### config.mk
export PLATFORM = sky130hd
export DESIGN_NAME = registro_universal_param
export DESIGN_NICKNAME = d
export VERILOG_FILES = /design/src/rtl/registro_universal_param.sv
export SDC_FILE = /design/constraint.sdc
export NUM_CORES = 1
export LEC_CHECK = 0
export CAP_MARGIN = 10
export CELL_PAD_IN_SITES_DETAIL_PLACEMENT = 1
export CELL_PAD_IN_SITES_GLOBAL_PLACEMENT = 2
export CORE_ASPECT_RATIO = 1.25
export CORE_MARGIN = 2
export CORE_UTILIZATION = 30
export CTS_CLUSTER_SIZE = 25
export DETAILED_ROUTE_END_ITERATION = 7
export PLACE_DENSITY_LB_ADDON = 0.1
export SYNTH_ARGS = -nofsm -noshare
export SYNTH_HDL_FRONTEND = slang
export SYNTH_SLANG_ARGS = --single-unit
### constraint.sdc
create_clock -name CLK -period 3.16 [get_ports CLK]
set_clock_uncertainty 0.2 [all_clocks]
set_input_delay 0.79 -clock CLK [delete_from_list [all_inputs] [get_ports CLK]]
set_output_delay 0.79 -clock CLK [all_outputs]
set_load 0.02 [all_outputs]
### src/rtl/registro_universal_param.sv
// Parametrised universal shift register: hold, shift, rotate and load in either direction,
// plus a burst engine that runs a programmed number of shift/rotate steps with BUSY/DONE.
//
// state | meaning
// IDLE  | single-step per MODO/DIR each enabled cycle; START (shift/rotate only) arms a burst
// SHIFT | burst running, one latched-mode step per enabled cycle, counter counts down
// FIN   | one-cycle DONE pulse, no step, returns to IDLE
module registro_universal_param #(
  parameter int WIDTH = 8,
  parameter int CNT_W = 4
) (
  input  logic             CLK,
  input  logic             RESET_L,
  input  logic             ENB,
  input  logic [1:0]       MODO,
  input  logic             DIR,
  input  logic             S_IN,
  input  logic [WIDTH-1:0] D,
  input  logic             START,
  input  logic [CNT_W-1:0] AMT,
  output logic [WIDTH-1:0] Q,
  output logic             S_OUT,
  output logic             BUSY,
  output logic             DONE
);

  typedef enum logic [1:0] {
    IDLE  = 2'd0,
    SHIFT = 2'd1,
    FIN   = 2'd2
  } state_t;

  state_t           state, stateNext;
  logic [CNT_W-1:0] cnt, cntNext;
  logic             burstRot, burstRotNext;
  logic             burstDir, burstDirNext;
  logic [1:0]       stepMode;
  logic             stepDir;
  logic [WIDTH-1:0] qNext;
  logic             sOutNext;
  logic             busyNext, doneNext;

  always_ff @(posedge CLK or negedge RESET_L) begin
    if (!RESET_L) begin
      state    <= IDLE;
      cnt      <= '0;
      burstRot <= 1'b0;
      burstDir <= 1'b0;
      Q        <= '0;
      S_OUT    <= 1'b0;
      BUSY     <= 1'b0;
      DONE     <= 1'b0;
    end else if (ENB) begin
      state    <= stateNext;
      cnt      <= cntNext;
      burstRot <= burstRotNext;
      burstDir <= burstDirNext;
      Q        <= qNext;
      S_OUT    <= sOutNext;
      BUSY     <= busyNext;
      DONE     <= doneNext;
    end
  end

  // Sequencing: picks which step (if any) the datapath applies this cycle.
  always_comb begin
    stateNext    = state;
    cntNext      = cnt;
    burstRotNext = burstRot;
    burstDirNext = burstDir;
    stepMode     = 2'b11;
    stepDir      = DIR;
    case (state)
      IDLE: begin
        if (START && !MODO[1]) begin
          burstRotNext = MODO[0];
          burstDirNext = DIR;
          cntNext      = AMT;
          stateNext    = (AMT == '0) ? FIN : SHIFT;
        end else begin
          stepMode = MODO;
        end
      end
      SHIFT: begin
        stepMode = {1'b0, burstRot};
        stepDir  = burstDir;
        cntNext  = cnt - CNT_W'(1);
        if (cnt == CNT_W'(1)) stateNext = FIN;
      end
      FIN:     stateNext = IDLE;
      default: stateNext = IDLE;
    endcase
  end

  // Datapath: one step of the selected kind.
  always_comb begin
    qNext    = Q;
    sOutNext = S_OUT;
    case (stepMode)
      2'b00: begin
        if (!stepDir) begin
          qNext    = {Q[WIDTH-2:0], S_IN};
          sOutNext = Q[WIDTH-1];
        end else begin
          qNext    = {S_IN, Q[WIDTH-1:1]};
          sOutNext = Q[0];
        end
      end
      2'b01: begin
        if (!stepDir) begin
          qNext    = {Q[WIDTH-2:0], Q[WIDTH-1]};
          sOutNext = Q[WIDTH-1];
        end else begin
          qNext    = {Q[0], Q[WIDTH-1:1]};
          sOutNext = Q[0];
        end
      end
      2'b10:   qNext = D;
      default: ;
    endcase
  end

  assign busyNext = (stateNext == SHIFT);
  assign doneNext = (stateNext == FIN);

endmodule

# Word-level counts from Yosys, hierarchy flattened
# Index checks and enable logic that the tools add are counted.
word_totals:
  elab_cells: 41
  output_inout_bits: 11
  inputBits: 20
  ff_bits: 19
classes:
  mux: 13
  addsub: 1
  eq_ne: 7
  n_reduce_logical: 12
op_table:
  columns: ["operator", "n"]
  rows:
  - ["case mux 8 bit (3 select lines)", 1]
  - ["2-to-1 mux 8 bit", 2]
  - ["2-to-1 mux 2 bit", 4]
  - ["case mux 2 bit (2 select lines)", 2]
  - ["case mux 4 bit (2 select lines)", 1]
  - ["equality test 2 x 1 -> 1 bit, second input constant", 3]
  - ["AND reduction 3 bit", 2]
  - ["equality test 2 bit, second input constant", 2]
  - ["equality test 4 x 1 -> 1 bit, second input constant", 1]
  - ["zero test 2 bit", 2]
  - ["zero test 4 bit", 1]
  - ["2-to-1 mux 4 bit", 1]
  - ["AND reduction 2 bit", 2]
  - ["subtractor 4 x 1 -> 4 bit, second input constant", 1]
  - ["nonzero test 3 bit", 1]
  - ["2-to-1 mux 1 bit", 2]
  - ["inequality test 2 bit, second input constant", 1]
  - ["nonzero test 2 bit", 1]
  - ["OR reduction 2 bit", 1]
  - ["logical AND 1 bit", 1]
  - ["zero test 1 bit", 1]

# Longest topological paths before layout
depth:
  ltp_word: 7
  mapped_depth: 11
  depth_no_buf: 9

# Worst setup path before layout
# OpenSTA, ideal clock, no wires.
synth_path:
  path_kind: "in2reg"
  startpoint: "input START"
  endpoint: "register Q[0]"
  setup_time_ps: 141
  n_path_buf: 2
  slack_ps: 614
  t_arrival_ps: 2204
  t_required_ps: 2819
  cell_stages: 10
  path_cell_list: "nor2b_1 -> nor3_1 -> a21oi_1 -> nor2_1 -> inv_1 -> ha_1 -> nor2b_1 -> buf_1 -> clkbuf_1 -> a31oi_1"
synth_between:
  elab_chain_cells: 6
  word_cells_on_any_way: 9
  cone_classes: "eq/ne: 2; mux: 3; reduce/logical: 4"
synth_lines:
  columns: ["item", "line", "source"]
  rows:
  - ["start, declared", "19", "input logic START,"]
  - ["logical AND 1 bit *", "75", "if (START && !MODO[1]) begin"]
  - ["2-to-1 mux 2 bit *", "75", null]
  - ["case mux 2 bit (2 select lines) *", "73", "case (state)"]
  - ["equality test 2 x 1 -> 1 bit (tied with other cells)", "99", "case (stepMode)"]
  - ["nonzero test 3 bit (no source line)", null, null]
  - ["AND reduction 2 bit (no source line)", null, null]
  - ["end signal, assigned", "58", "Q <= qNext;"]
  - ["end, declared", "21", "output logic [WIDTH-1:0] Q,"]
# Every way passes the cells marked *; elsewhere a longest branch is shown, timed or not.
# A chain may end at the register's enable or synchronous reset.

# Worst setup path in the final report
layout_path:
  startpoint: "input START"
  endpoint: "register Q[3]"
# Same word-level chain as after synthesis.

==> run metrics <==
worst hold start BUSY; reg-to-reg startpoint state[0]; PostCTS Resize Cnt 0; commonest non-fill, non-tap cell in the layout clkdlybuf4s50_1; status complete, no violations; sequential share of the synthesized area 40.51%; clk sink count 19; worst flop-to-flop path endpoint Q[5]; hold crit path type reg -> reg; ANT nets after route 0; unrepaired setup endpoints after global routing no; most frequent cells in the layout 30 x clkdlybuf4s50_1, 19 x dfrtp_1, 18 x nor2_1; Yosys reg bits 19; Hold Crit Depth 1; fin nets 186; Min-Delay Endpoint BUSY; final number of hold-violating endpoints 0; Storage cell area 475.5 sq um; Synth Cell Area 1174 sq um; port bufs 30; WP data required 3100 ps; Synth Flop Type dfrtp_1; Comb pwr share 61.5%; CP Depth 10; GRT Total Usage 15.51%; CTS buffer count 3; Detail Route met2 WL 1634 um; CTS Buffer Depth 2; f_max 362.5 MHz; Setup-failing EPs final 0; CP max stage delay 470 ps; H-Tree Depth 1; fin crit share 87.31%; kind of critical path in -> reg; DR pass1 iterations 4; Crit path max-delay family buffers and inverters; Die Area 4432 sq um; wire length per cell 15.31 um; first-pass GRT wire length 5216 um; crit-path cells clkdlybuf4s50_1 > nor2b_1 > nor3_1 > a21oi_1 > nor2_1 > ha_1 > nor2_1 > buf_4 > a2bb2oi_1 > a21oi_1; Worst R2R Path Depth 6; post-CTS setup buffer count 0; Vias 1057; vias in the first global route 1136; Post-synth EDFFs 0; number of hold buffers added after cts 0; CTS tree yes; Post-synth ARST share 100.0%; die height 73.93 um; number of remaining DRC errors 0; initial antenna violation count 0; Worst VDD drop 366.7 uV; DR iter-0 viols 29; core area 3754 sq um; Power Total 1.714 mW; sequential group share of total power 28.2%; largest net degree at the start of global routing 20; clock share of power 10.3%; clock-pin slew on the worst setup and hold paths 80 ps; r2r setup slk 940 ps; slew at the pin closest to its max-slew limit 602.0 ps; multi-input combinational cell area 633.1 sq um; worst skew pair latency 260 ps; Top Metal Used met4; Int Power 0.9807 mW; WP buf/inv 2; switching part of the total power 42.79%; CP Max Fanout 6; Antenna Cells 0; number of vias per cell 5.312; fin. max-slew vios 0; sw power 0.7334 mW; Die X 59.95 um; Relative slew margins 59.69%; MaxCap Viol Count 0; Startpoint Class input port; Setup crit end kind flop; Gate Count Post-Synth 126; FP Rows 25; HPWL Detailed 2383 um; Tmin final 2759 ps; WP data arrival 2700 ps; RD Place Congestion 0.7475; # fillers 445; M1 WL 1269 um; syn nets 152; total gr overflow 0; Cell variety after synth 32; io pins 31; Pwr per Cell Area 1093 nW/um^2; total negative slack 0 ps; Area Growth Syn to Fin 33.58%; Root Driver clkbuf_8; Ys Warns 0; Initial Utilization 31.27%; Leak 0.6734 nW; critical path's slowest cell clkdlybuf4s50_1; Syn Area/Cell 9.314 sq um; post-detailed-routing wire length 3047 um; wire length on met3 126 um; share of cells above drive strength 1 7.547%
[cell usage after synthesis, drive strengths merged (2+ instances only)]
| library cell | count | area share [%] |
|---|---|---|
| a2bb2oi | 6 | 4.5 |
| mux2i | 9 | 8.7 |
| ha | 6 | 6.4 |
| a31oi | 3 | 1.6 |
| nand2b | 2 | 1.3 |
| mux2 | 4 | 3.8 |
| nand3 | 2 | 0.85 |
| a21oi | 11 | 4.7 |
| clkbuf | 2 | 0.64 |
| o21a | 2 | 1.3 |
| a22oi | 2 | 1.3 |
| o21ai | 10 | 4.3 |
| buf | 4 | 2.7 |
| nor3 | 2 | 0.85 |
| nand2 | 6 | 1.9 |
| nor3b | 2 | 1.3 |
| dfrtp | 19 | 41 |
| nor2b | 4 | 2.1 |
| nor2 | 18 | 5.8 |
| inv | 7 | 2.2 |
[through the flow]
stage | instances | cell area, sq um | setup slack (ps) | hold WS [ps] | utilization [%]
floorplan | 126 | 1174 | 614.2 | 279.3 | -
global placement | 195 | 1523 | 231.5 | 263.6 | 40.57
detailed placement | 195 | 1523 | 118.9 | 282.7 | 40.57
CTS | 199 | 1568 | 396.8 | 306.0 | 41.77
global route | 199 | 1568 | 186.8 | 324.3 | 41.77
finish | 199 | 1568 | 401.0 | 296.5 | 41.77
[sequential cells by signal, indices dropped and copies added (netlist names)]
register / count
Q: 8
S_OUT: 1
state: 2
burstDir: 1
burstRot: 1
BUSY: 1
cnt: 4
DONE: 1
[worst register-to-register path, cell delays in order, from the launching register on]
cell and delay (ps):
dfrtp_1 460, nand2b_2 270, mux2i_4 450, buf_4 230, mux2i_1 210, a2bb2oi_1 190
a21oi_1 90
[per-layer routing]
| metal | vias up | GRT usage, % |
|---|---|---|
| met4 | 0 | 4.444 |
| li1 | 509 | - |
| met2 | 23 | 28.62 |
| met5 | - | 0 |
| met3 | 2 | 2.435 |
| met1 | 523 | 18.17 |
[final cells by class]
type	instances	share of cell area [%]
flip-flops and latches	19	30.33
inverters	7	1.676
clock buffers	4	2.873
well taps	40	3.192
multi-input cells	94	40.38
repair buffers	35	21.55
[power groups by stage]
| stage | sequential (mW) | combinational (mW) | clock [mW] |
|---|---|---|---|
| finish | 0.483 | 1.05 | 0.177 |
| global route | 0.505 | 1.20 | 0.197 |
| CTS | 0.488 | 1.07 | 0.187 |
| detailed placement | 0.493 | 1.07 | 0 |
| global placement | 0.488 | 1.03 | 0 |
| floorplan | 0.540 | 0.675 | 0 |
[cells by family (layout without fill, tap and decap cells)]
group / Yosys count / after routing / share of synthesized area (%)
AO/OA/AOI/OAI: 38 / 38 / 20.36
AND/OR/NAND/NOR: 37 / 37 / 14.61
flip-flops: 19 / 19 / 40.51
multiplexers: 13 / 13 / 12.58
buffers and inverters: 13 / 46 / 5.544
adder cells (fa/ha/maj): 6 / 6 / 6.396
[how the worst max path moves through the flow]
stage,start,to
3_5_place_dp,START,Q[5]
3_3_place_gp,START,Q[5]
4_1_cts,START,Q[5]
2_1_floorplan,START,Q[0]
6_report,START,Q[3]
5_1_grt,START,Q[5]
Power figures use the tool's default switching activity.
